===== src/rtl/fetch_pkg.sv =====
// fetch_pkg: shared constants, queue entry type and redirect causes for the fetch queue unit.
package fetch_pkg;
   localparam int XLEN = 32;
   localparam logic [31:0] RESET_PC_DEF = 32'hBFC0_0000;
   localparam logic [31:0] EXC_VEC_DEF = 32'hBFC0_0380;
   localparam logic [31:0] KSEG1_LO = 32'hA000_0000;
   localparam logic [31:0] KSEG1_HI = 32'hBFFF_FFFF;
   typedef struct packed {
      logic [XLEN-1:0] instr;
      logic [XLEN-1:0] pc;
      logic            adel;
   } fq_entry_t;
   typedef enum logic [1:0] {RC_SEQ, RC_BR, RC_ERET, RC_EXC} redirect_e;
   function automatic logic is_uncached(input logic [31:0] pc);
      return pc >= KSEG1_LO && pc <= KSEG1_HI;
   endfunction
endpackage


===== src/rtl/fetch_fifo.sv =====
// fetch_fifo: DEPTH-entry synchronous FIFO of fq_entry_t with flush; head reads as zero when empty.
module fetch_fifo
   import fetch_pkg::*;
#(
   parameter int DEPTH = 4,
   localparam int CW = $clog2(DEPTH + 1)
) (
   input  logic          clk,
   input  logic          rst,
   input  logic          flush_i,
   input  logic          push_i,
   input  logic          pop_i,
   input  fq_entry_t     din_i,
   output fq_entry_t     dout_o,
   output logic [CW-1:0] count_o
);
   localparam int AW = DEPTH > 1 ? $clog2(DEPTH) : 1;
   localparam logic [AW-1:0] LAST = AW'(DEPTH - 1);
   fq_entry_t mem_q [DEPTH];
   logic [AW-1:0] rd_q, wr_q;
   logic [CW-1:0] cnt_q;
   logic full, do_push, do_pop;
   always_comb begin
      full = cnt_q == CW'(DEPTH);
      do_pop = pop_i && !flush_i && cnt_q != '0;
      do_push = push_i && !flush_i && (!full || do_pop);
   end
   always_ff @(posedge clk) begin
      if (rst || flush_i) begin
         rd_q <= '0;
         wr_q <= '0;
         cnt_q <= '0;
      end else begin
         if (do_push) wr_q <= wr_q == LAST ? '0 : wr_q + 1'b1;
         if (do_pop) rd_q <= rd_q == LAST ? '0 : rd_q + 1'b1;
         cnt_q <= cnt_q + CW'(do_push) - CW'(do_pop);
      end
   end
   always_ff @(posedge clk) begin
      if (do_push) mem_q[wr_q] <= din_i;
   end
   // Callers size their pushes by credit, so a push into a full FIFO is a design bug.
   always_ff @(posedge clk) begin
      if (!rst && !flush_i) assert (!(push_i && full && !do_pop));
   end
   assign dout_o = cnt_q != '0 ? mem_q[rd_q] : '0;
   assign count_o = cnt_q;
endmodule


===== src/rtl/fetch_queue_unit.sv =====
// fetch_queue_unit: multi-outstanding fetch stage with a decoupling instruction queue and redirect squash.
// Defining FETCH_PERF_EN adds saturating perf counters for redirects, starvation and squashed words.
module fetch_queue_unit
   import fetch_pkg::*;
#(
   parameter int WIDTH = 32,
   parameter int DEPTH = 4,
   parameter int MAX_OUT = 2,
   parameter logic [WIDTH-1:0] RESET_PC = RESET_PC_DEF,
   parameter logic [WIDTH-1:0] EXC_VEC = EXC_VEC_DEF
) (
   input  logic             clk,
   input  logic             rst,
   input  logic             exc_req,
   input  logic             eret_req,
   input  logic [WIDTH-1:0] epc,
   input  logic             br_req,
   input  logic [WIDTH-1:0] br_target,
   output logic             inst_req,
   output logic [WIDTH-1:0] inst_addr,
   output logic             inst_uncached,
   input  logic             inst_addr_ok,
   input  logic             inst_data_ok,
   input  logic [WIDTH-1:0] inst_rdata,
   output logic             out_valid,
   input  logic             out_ready,
   output logic [WIDTH-1:0] out_instr,
   output logic [WIDTH-1:0] out_pc,
   output logic             out_adel,
   output logic             fetch_busy
`ifdef FETCH_PERF_EN
   ,
   output logic [31:0]      perf_redirects,
   output logic [31:0]      perf_starve,
   output logic [31:0]      perf_squashed
`endif
);
   localparam int CW = $clog2(DEPTH + 1);
   localparam int PW = $clog2(MAX_OUT + 1);
   logic [WIDTH-1:0] pc_q, pc_d, target;
   logic [CW-1:0] squash_q, squash_d, q_cnt;
   logic [PW-1:0] outst;
   logic adel_q, adel_d, redirect, issue, drop, q_push, q_pop, adel_push;
   redirect_e cause;
   fq_entry_t q_din, q_head, pcf_din, pcf_head, word_ent;
   always_comb begin
      cause = exc_req ? RC_EXC : eret_req ? RC_ERET : br_req ? RC_BR : RC_SEQ;
      redirect = cause != RC_SEQ;
      target = cause == RC_EXC ? EXC_VEC : cause == RC_ERET ? epc : br_target;
      // Credit check counts in-flight words against free queue slots so responses always fit.
      inst_req = !rst && !redirect && pc_q[1:0] == 2'b00 && outst < PW'(MAX_OUT)
                 && {1'b0, q_cnt} + (CW+1)'(outst) < (CW+1)'(DEPTH);
      issue = inst_req && inst_addr_ok;
      drop = inst_data_ok && (squash_q != '0 || redirect);
      adel_push = !redirect && pc_q[1:0] != 2'b00 && !adel_q && outst == '0 && q_cnt < CW'(DEPTH);
      q_push = (inst_data_ok && !drop) || adel_push;
      q_pop = out_valid && out_ready;
      squash_d = redirect ? CW'(outst) + CW'(issue) - CW'(inst_data_ok) : squash_q - CW'(drop);
      pc_d = redirect ? target : issue ? pc_q + WIDTH'(4) : pc_q;
      adel_d = !redirect && (adel_q || adel_push);
      word_ent = pcf_head;
      word_ent.instr = inst_rdata;
      q_din = adel_push ? '{instr: '0, pc: pc_q, adel: 1'b1} : word_ent;
      pcf_din = '{instr: '0, pc: pc_q, adel: 1'b0};
   end
   always_ff @(posedge clk) begin
      if (rst) begin
         pc_q <= RESET_PC;
         squash_q <= '0;
         adel_q <= 1'b0;
      end else begin
         pc_q <= pc_d;
         squash_q <= squash_d;
         adel_q <= adel_d;
      end
   end
   fetch_fifo #(.DEPTH(DEPTH)) u_queue (
      .clk(clk), .rst(rst), .flush_i(redirect), .push_i(q_push), .pop_i(q_pop),
      .din_i(q_din), .dout_o(q_head), .count_o(q_cnt)
   );
   // Its occupancy is the outstanding-request count; squashed responses still pop it.
   fetch_fifo #(.DEPTH(MAX_OUT)) u_pcq (
      .clk(clk), .rst(rst), .flush_i(1'b0), .push_i(issue), .pop_i(inst_data_ok),
      .din_i(pcf_din), .dout_o(pcf_head), .count_o(outst)
   );
   assign inst_addr = {{(WIDTH-29){1'b0}}, pc_q[28:0]};
   assign inst_uncached = is_uncached(pc_q);
   assign out_valid = q_cnt != '0;
   assign out_instr = q_head.instr;
   assign out_pc = q_head.pc;
   assign out_adel = q_head.adel;
   assign fetch_busy = outst != '0 || squash_q != '0;
`ifdef FETCH_PERF_EN
   always_ff @(posedge clk) begin
      if (rst) begin
         perf_redirects <= '0;
         perf_starve <= '0;
         perf_squashed <= '0;
      end else begin
         perf_redirects <= perf_redirects + 32'(redirect && perf_redirects != '1);
         perf_starve <= perf_starve + 32'(!out_valid && perf_starve != '1);
         perf_squashed <= perf_squashed + 32'(drop && perf_squashed != '1);
      end
   end
`endif
endmodule


===== config.mk =====
export PLATFORM = sky130hd
export DESIGN_NAME = fetch_queue_unit
export DESIGN_NICKNAME = d
export VERILOG_FILES = /design/src/rtl/fetch_pkg.sv /design/src/rtl/fetch_fifo.sv /design/src/rtl/fetch_queue_unit.sv
export SDC_FILE = /design/constraint.sdc
export NUM_CORES = 1
export LEC_CHECK = 0
export ABC_AREA = 1
export CAP_MARGIN = 25
export CORE_AREA = 2 2 220 179
export CTS_BUF_LIST = sky130_fd_sc_hd__clkbuf_8 sky130_fd_sc_hd__clkbuf_16
export DETAILED_ROUTE_END_ITERATION = 7
export DIE_AREA = 0 0 222 181
export PLACE_DENSITY_LB_ADDON = 0.05
export SLEW_MARGIN = 10
export SYNTH_ARGS = -nofsm -noshare
export SYNTH_HDL_FRONTEND = slang
export SYNTH_SLANG_ARGS = --single-unit

===== constraint.sdc =====
create_clock -name clk -period 6.1 [get_ports clk]
set_clock_uncertainty 0.15 [all_clocks]
set_input_delay 0.61 -clock clk [delete_from_list [all_inputs] [get_ports clk]]
set_output_delay 0.61 -clock clk [all_outputs]
set_load 0.02 [all_outputs]

**Word level (Yosys, flattened, before mapping)**

Memory sizes are Yosys's and may differ from the RTL's. A register that Yosys moved wholly into a read port is not among the register bits.
Index checks and enable logic that the tools add are counted.

- Memories: 2
- Input bits: 104
- Output and inout port bits: 101
- Logic and storage cells: 99
- Register bits: 47
- Bits in writable memories: 324

- Equality and inequality tests: 6
- Multiplexer cells: 23
- Reduce and logical (&&, ||, !) cells: 41
- $add $sub $neg: 13
- $lt $le $gt $ge: 5

Memory list:

| name | words | width | rd ports | clocked after Yosys merged registers in | write ports | RTL line | RTL |
|---|---|---|---|---|---|---|---|
| u_queue.mem_q | 4 | 65 | 1 | 1 | 1 | fetch_fifo.sv:19 | `fq_entry_t mem_q [DEPTH];` |
| u_pcq.mem_q | 2 | 32 | 1 | 1 | 1 | fetch_fifo.sv:19 |  |

Operator list:

| kind | count |
|---|---|
| $mux 65 | 2 |
| $mux 32 | 4 |
| $mux 33 | 1 |
| $add 32x3->32 const B | 1 |
| $ge 32x32->1 const B | 1 |
| $le 32x32->1 const B | 1 |
| $logic_and 1x1->1 | 20 |
| $mux 2 | 6 |
| $eq 2x2->1 const B | 5 |
| $mux 1 | 9 |
| $sub 3x1->3 | 3 |
| $reduce_bool 2->1 | 4 |
| $logic_or 1x1->1 | 7 |
| $logic_not 1->1 | 6 |
| $reduce_bool 3->1 | 2 |
| $add 2x1->2 const B | 2 |
| $add 3x2->4 | 1 |
| $logic_not 2->1 | 2 |
| $lt 4x3->1 const B | 1 |
| $add 2x1->3 | 1 |
| $add 3x1->3 | 1 |
| $eq 3x3->1 const B | 1 |
| $lt 3x3->1 const B | 1 |
| $mux 3 | 1 |
| 4 further kinds | 5 |

**Longest topological paths before layout**

- Depth after elaboration: 14
- Mapped depth: 13

**Cells and area by module**

Synthesis repeated with hierarchy kept, for this count alone.

- Cell total of the unflattened synthesis: 1957
- Area total of the unflattened synthesis: 20216.9 um2

Modules (own cells, without submodules):

| module | times used | area an instance (um2) | cells each |
|---|---|---|---|
| fetch_fifo at u_queue | 1 | 10600.2 | 838 |
| fetch_fifo at u_pcq | 1 | 5335.1 | 384 |
| fetch_queue_unit | 1 | 4281.6 | 735 |

**Worst setup path before layout**

Ideal clock, no wire load.

- Path kind: input to register
- Start point: input eret_req
- End point: memory u_queue.mem_q[0][0] in the netlist's numbering (enable)
- Slack: 1415 ps
- Stages on the path: 8
- Required time: 5462 ps
- Buffers on the path: 1
- Arrival time: 4046 ps
- Cells stage by stage: buf_6 -> nor2_8 -> nand2_2 -> inv_2 -> nand2_1 -> nand2_1 -> nand2_2 -> nor2_1

- Cells in the longest elaborated chain, start to end: 13
- Elaborated cells between the ends (all ways): 20
- Classes of those cells: mux (4); reduce/logical (16)

Ends and longest elaborated chain:

| item | RTL line | RTL |
|---|---|---|
| start, declared | fetch_queue_unit.sv:15 | `input logic eret_req,` |
| $mux 2 (*) (2 in series) | fetch_queue_unit.sv:47 | `cause = exc_req ? RC_EXC : eret_req ? RC_ERET : br_req ? RC_BR : RC_SEQ;` |
| $reduce_bool 2->1 (*) | fetch_queue_unit.sv:48 | `redirect = cause != RC_SEQ;` |
| $logic_not 1->1 | fetch_fifo.sv:25, fetch_fifo.sv:26, fetch_queue_unit.sv:55 |  |
| $logic_and 1x1->1 (4 in series) | fetch_queue_unit.sv:55 | `adel_push = !redirect && pc_q[1:0] != 2'b00 && !adel_q && outst == '0 && q_cnt < CW'(DEPTH);` |
| $logic_or 1x1->1 | fetch_queue_unit.sv:56 | `q_push = (inst_data_ok && !drop) \|\| adel_push;` |
| $logic_and 1x1->1 | fetch_fifo.sv:26 | `do_push = push_i && !flush_i && (!full \|\| do_pop);` |
| $logic_and 1x1->1 (*) | fetch_fifo.sv:26 |  |
| $mux 1 (*) | fetch_fifo.sv:40 | `if (do_push) mem_q[wr_q] <= din_i;` |
| $mux 1 (not written as such) (*) | fetch_fifo.sv:40 |  |
| end, declared | fetch_fifo.sv:19 |  |

Every way passes the cells marked *; elsewhere a longest branch is shown, timed or not.

==> flow_summary.toml <==
[run_status]
status = "completed"

[global_route]
grtUsageTotal_pct = 21.4
grt_start_max_net_pins = 73
grt_pass1_vias = 11800
overflow = 0
grt_pass1_wl_um = 67300
antenna_found_initial = 0

[sta]
setup_violations = 0
rsz0062_at_grt = "no"
worst_pin_slew_ns = 0.978
finalCritPeriodShare_pct = 69.3
period_needed_ns = 4.23
fmax_mhz = 236
finalSetupTns_ns = 0
maxSlewHeadroom_pct = 34.8
drv_slew = 0
hold_violations = 0

[synthesis]
syn_avg_cell_area_um2 = 9.99
synth_warnings = 0
syn_area_um2 = 16900
synth_ff_type = "edfxtp_1"
ys_top_cells_by_area = "edfxtp_1 58%, nor2_1 11%, dfxtp_1 5.9%"
ys_ff_latch = 374
async_reset_ff_share_pct = 0
synth.largest_area_cell = "edfxtp_1"
synth_cells = 1693
synth_seq_area_share_pct = 63.5
synth_cell_type_count = 48
synth_enable_flop_cells = 324
synth_top_area_share_pct = 57.5

[routing]
avgRoutedWirePerCell_um = 18.2
vias = 12200
vias_per_cell = 5.14
drc_errors = 0
finalWirelength_um = 43100
drt_iter0_markers = 848
dr.pass1.iters = 5
ant_nets = 0

[setup_path]
path_cells = "clkinv_2 > buf_4 > o21ai_0 > a21oi_1 > clkdlybuf4s50_1"
crit_type = "flop to output port"
arrival_ns = 3.47
start_kind = "flop"
path_max_fanout = 60
required_ns = 5.34
endpoint_kind = "output port"
critPathSlowestCell = "dfxtp_4"
r2r-start = "u_pcq.count_o[1]$_SDFF_PP0_"
critPathMaxStageDelay_ns = 0.76

[placement]
dp_hpwl_um = 27400
port-buffer-count = 201
placed_cell_area_um2 = 19200
gp_congestion = 0.908

[job]
cap_violations = 0

[pwr]
p_per_area_nw_per_um2 = 295
irDropWorstVdd_v = 0.000218
p_leak_uw = 0.00746

[clocking]
clkSinkCount = 374
clockBufferDepth = 3
cts_tree = "yes"
root_buffer = "clkbuf_16"
post_cts_buffers = 0
cts_htree_levels = 2
cts_hold_buf = 0
insertion_delay_ns = 0.54
cts_resized = 0
path_clk_slew_ns = 0.06
numCtsBuffers = 39

[layout]
final_area_um2 = 20500
num_antenna_cells = 0
layout_commonest_cell = "nor2_1"
areaGrowthSynthToFinish_pct = 21.4
ff_latch_area_um2 = 10700
nFillCells = 3330
final_cell_mix = "475 x nor2_1, 324 x edfxtp_1, 201 x clkdlybuf4s50_1"
multiInputGateArea_um2 = 5090
final_nets = 1960
drive_above_1_share_pct = 6.90

[floorplanning]
start_util_pct = 44.6
chipWidth_um = 222
dieArea_um2 = 40200
ios = 205
num_rows = 64
die_height_um = 181
design.core.area_um2 = 37900

[worst_hold_path]
hold_start = "u_pcq.rd_q$_SDFFE_PP0P_"
holdCritPathClass = "flop to flop"
state kept, by name (all words and copies together) (netlist names), named ones only:
name,flops
u_queue.count_o,3
u_queue.rd_q,2
u_pcq.mem_q,64
u_pcq.wr_q,1
u_queue.mem_q,260
adel_q,1
squash_q,3
pc_q,32
u_queue.wr_q,2
u_pcq.count_o,2
u_pcq.rd_q,1
through the flow:
stage	setup slack [ns]	hold slack, ns	std cells	utilization [%]	power, uW
2_1_floorplan	1.42	0.275	1695	-	3360
3_3_place_gp	2.21	0.289	2291	50.5	3600
3_5_place_dp	2.14	0.298	2292	50.6	3610
4_1_cts	1.82	0.307	2364	54.2	6100
5_1_grt	1.61	0.345	2364	54.2	6290
6_report	1.87	0.308	2364	54.2	6050
power breakdown:
group	switching, uW	internal, uW
Sequential	55.7	2900
Clock	995	1500
Combinational	386	221
Total	1440	4620
synth_stat cells (11+ instances only):
cell type  number
a21oi_1        99
buf_2          29
nand3_1        44
buf_4          34
edfxtp_1      324
ha_1           16
nor2_1        481
dfxtp_1        50
o21ai_1        40
inv_1         113
clkbuf_1       41
o32ai_1        30
nand2_1       153
o21ai_0       156
nor3_1         11
critical path: cells and delay by family (launching register included):
kind            cells  cell delay [ns]
buf+inv             3             1.69
flops               1             0.76
compound gates      2             0.42
final timing paths:
| check | slack, ns | depth (start not counted) | endpoint |
|---|---|---|---|
| worst max-delay path | 1.87 | 5 | out_pc[14] |
| worst min-delay path | 0.31 | 1 | u_pcq.rd_q$_SDFFE_PP0P_ |
| worst max register to register | 2.81 | 8 | u_queue.mem_q[0][38]$_DFFE_PP_ |
| worst min register to register | 0.31 | 1 | u_pcq.rd_q$_SDFFE_PP0P_ |
cell families after synthesis:
family                     after synthesis  synth area share (%)
and+or+nand+nor                        717                  17.3
xor gates and xnor gates                 4                 0.207
DFF                                    374                  63.5
other                                    1                0.0222
adders and majority gates               18                  1.42
AOI/OAI and AO/OA                      337                  10.9
buffers and inverters                  242                  6.78
per-layer routing:
metal  up-vias  GRT usage, %  share of wire (%)
met5         -             0                  0
met4         0          4.54                1.6
met3        54          3.46                5.1
met2       311          35.0                 46
met1      5781          30.4                 47
li1       6005             -                  -
area by class of cell:
cell class | instances | share of cell area, %
clock buffers | 46 | 5.50
clock inverters | 26 | 1.19
inverters | 123 | 2.30
multi-input cells | 1079 | 24.8
flip-flops and latches | 374 | 52.3
well taps | 495 | 3.02
repair buffers | 221 | 10.9
No activity file was read; power rests on OpenSTA's default activity.
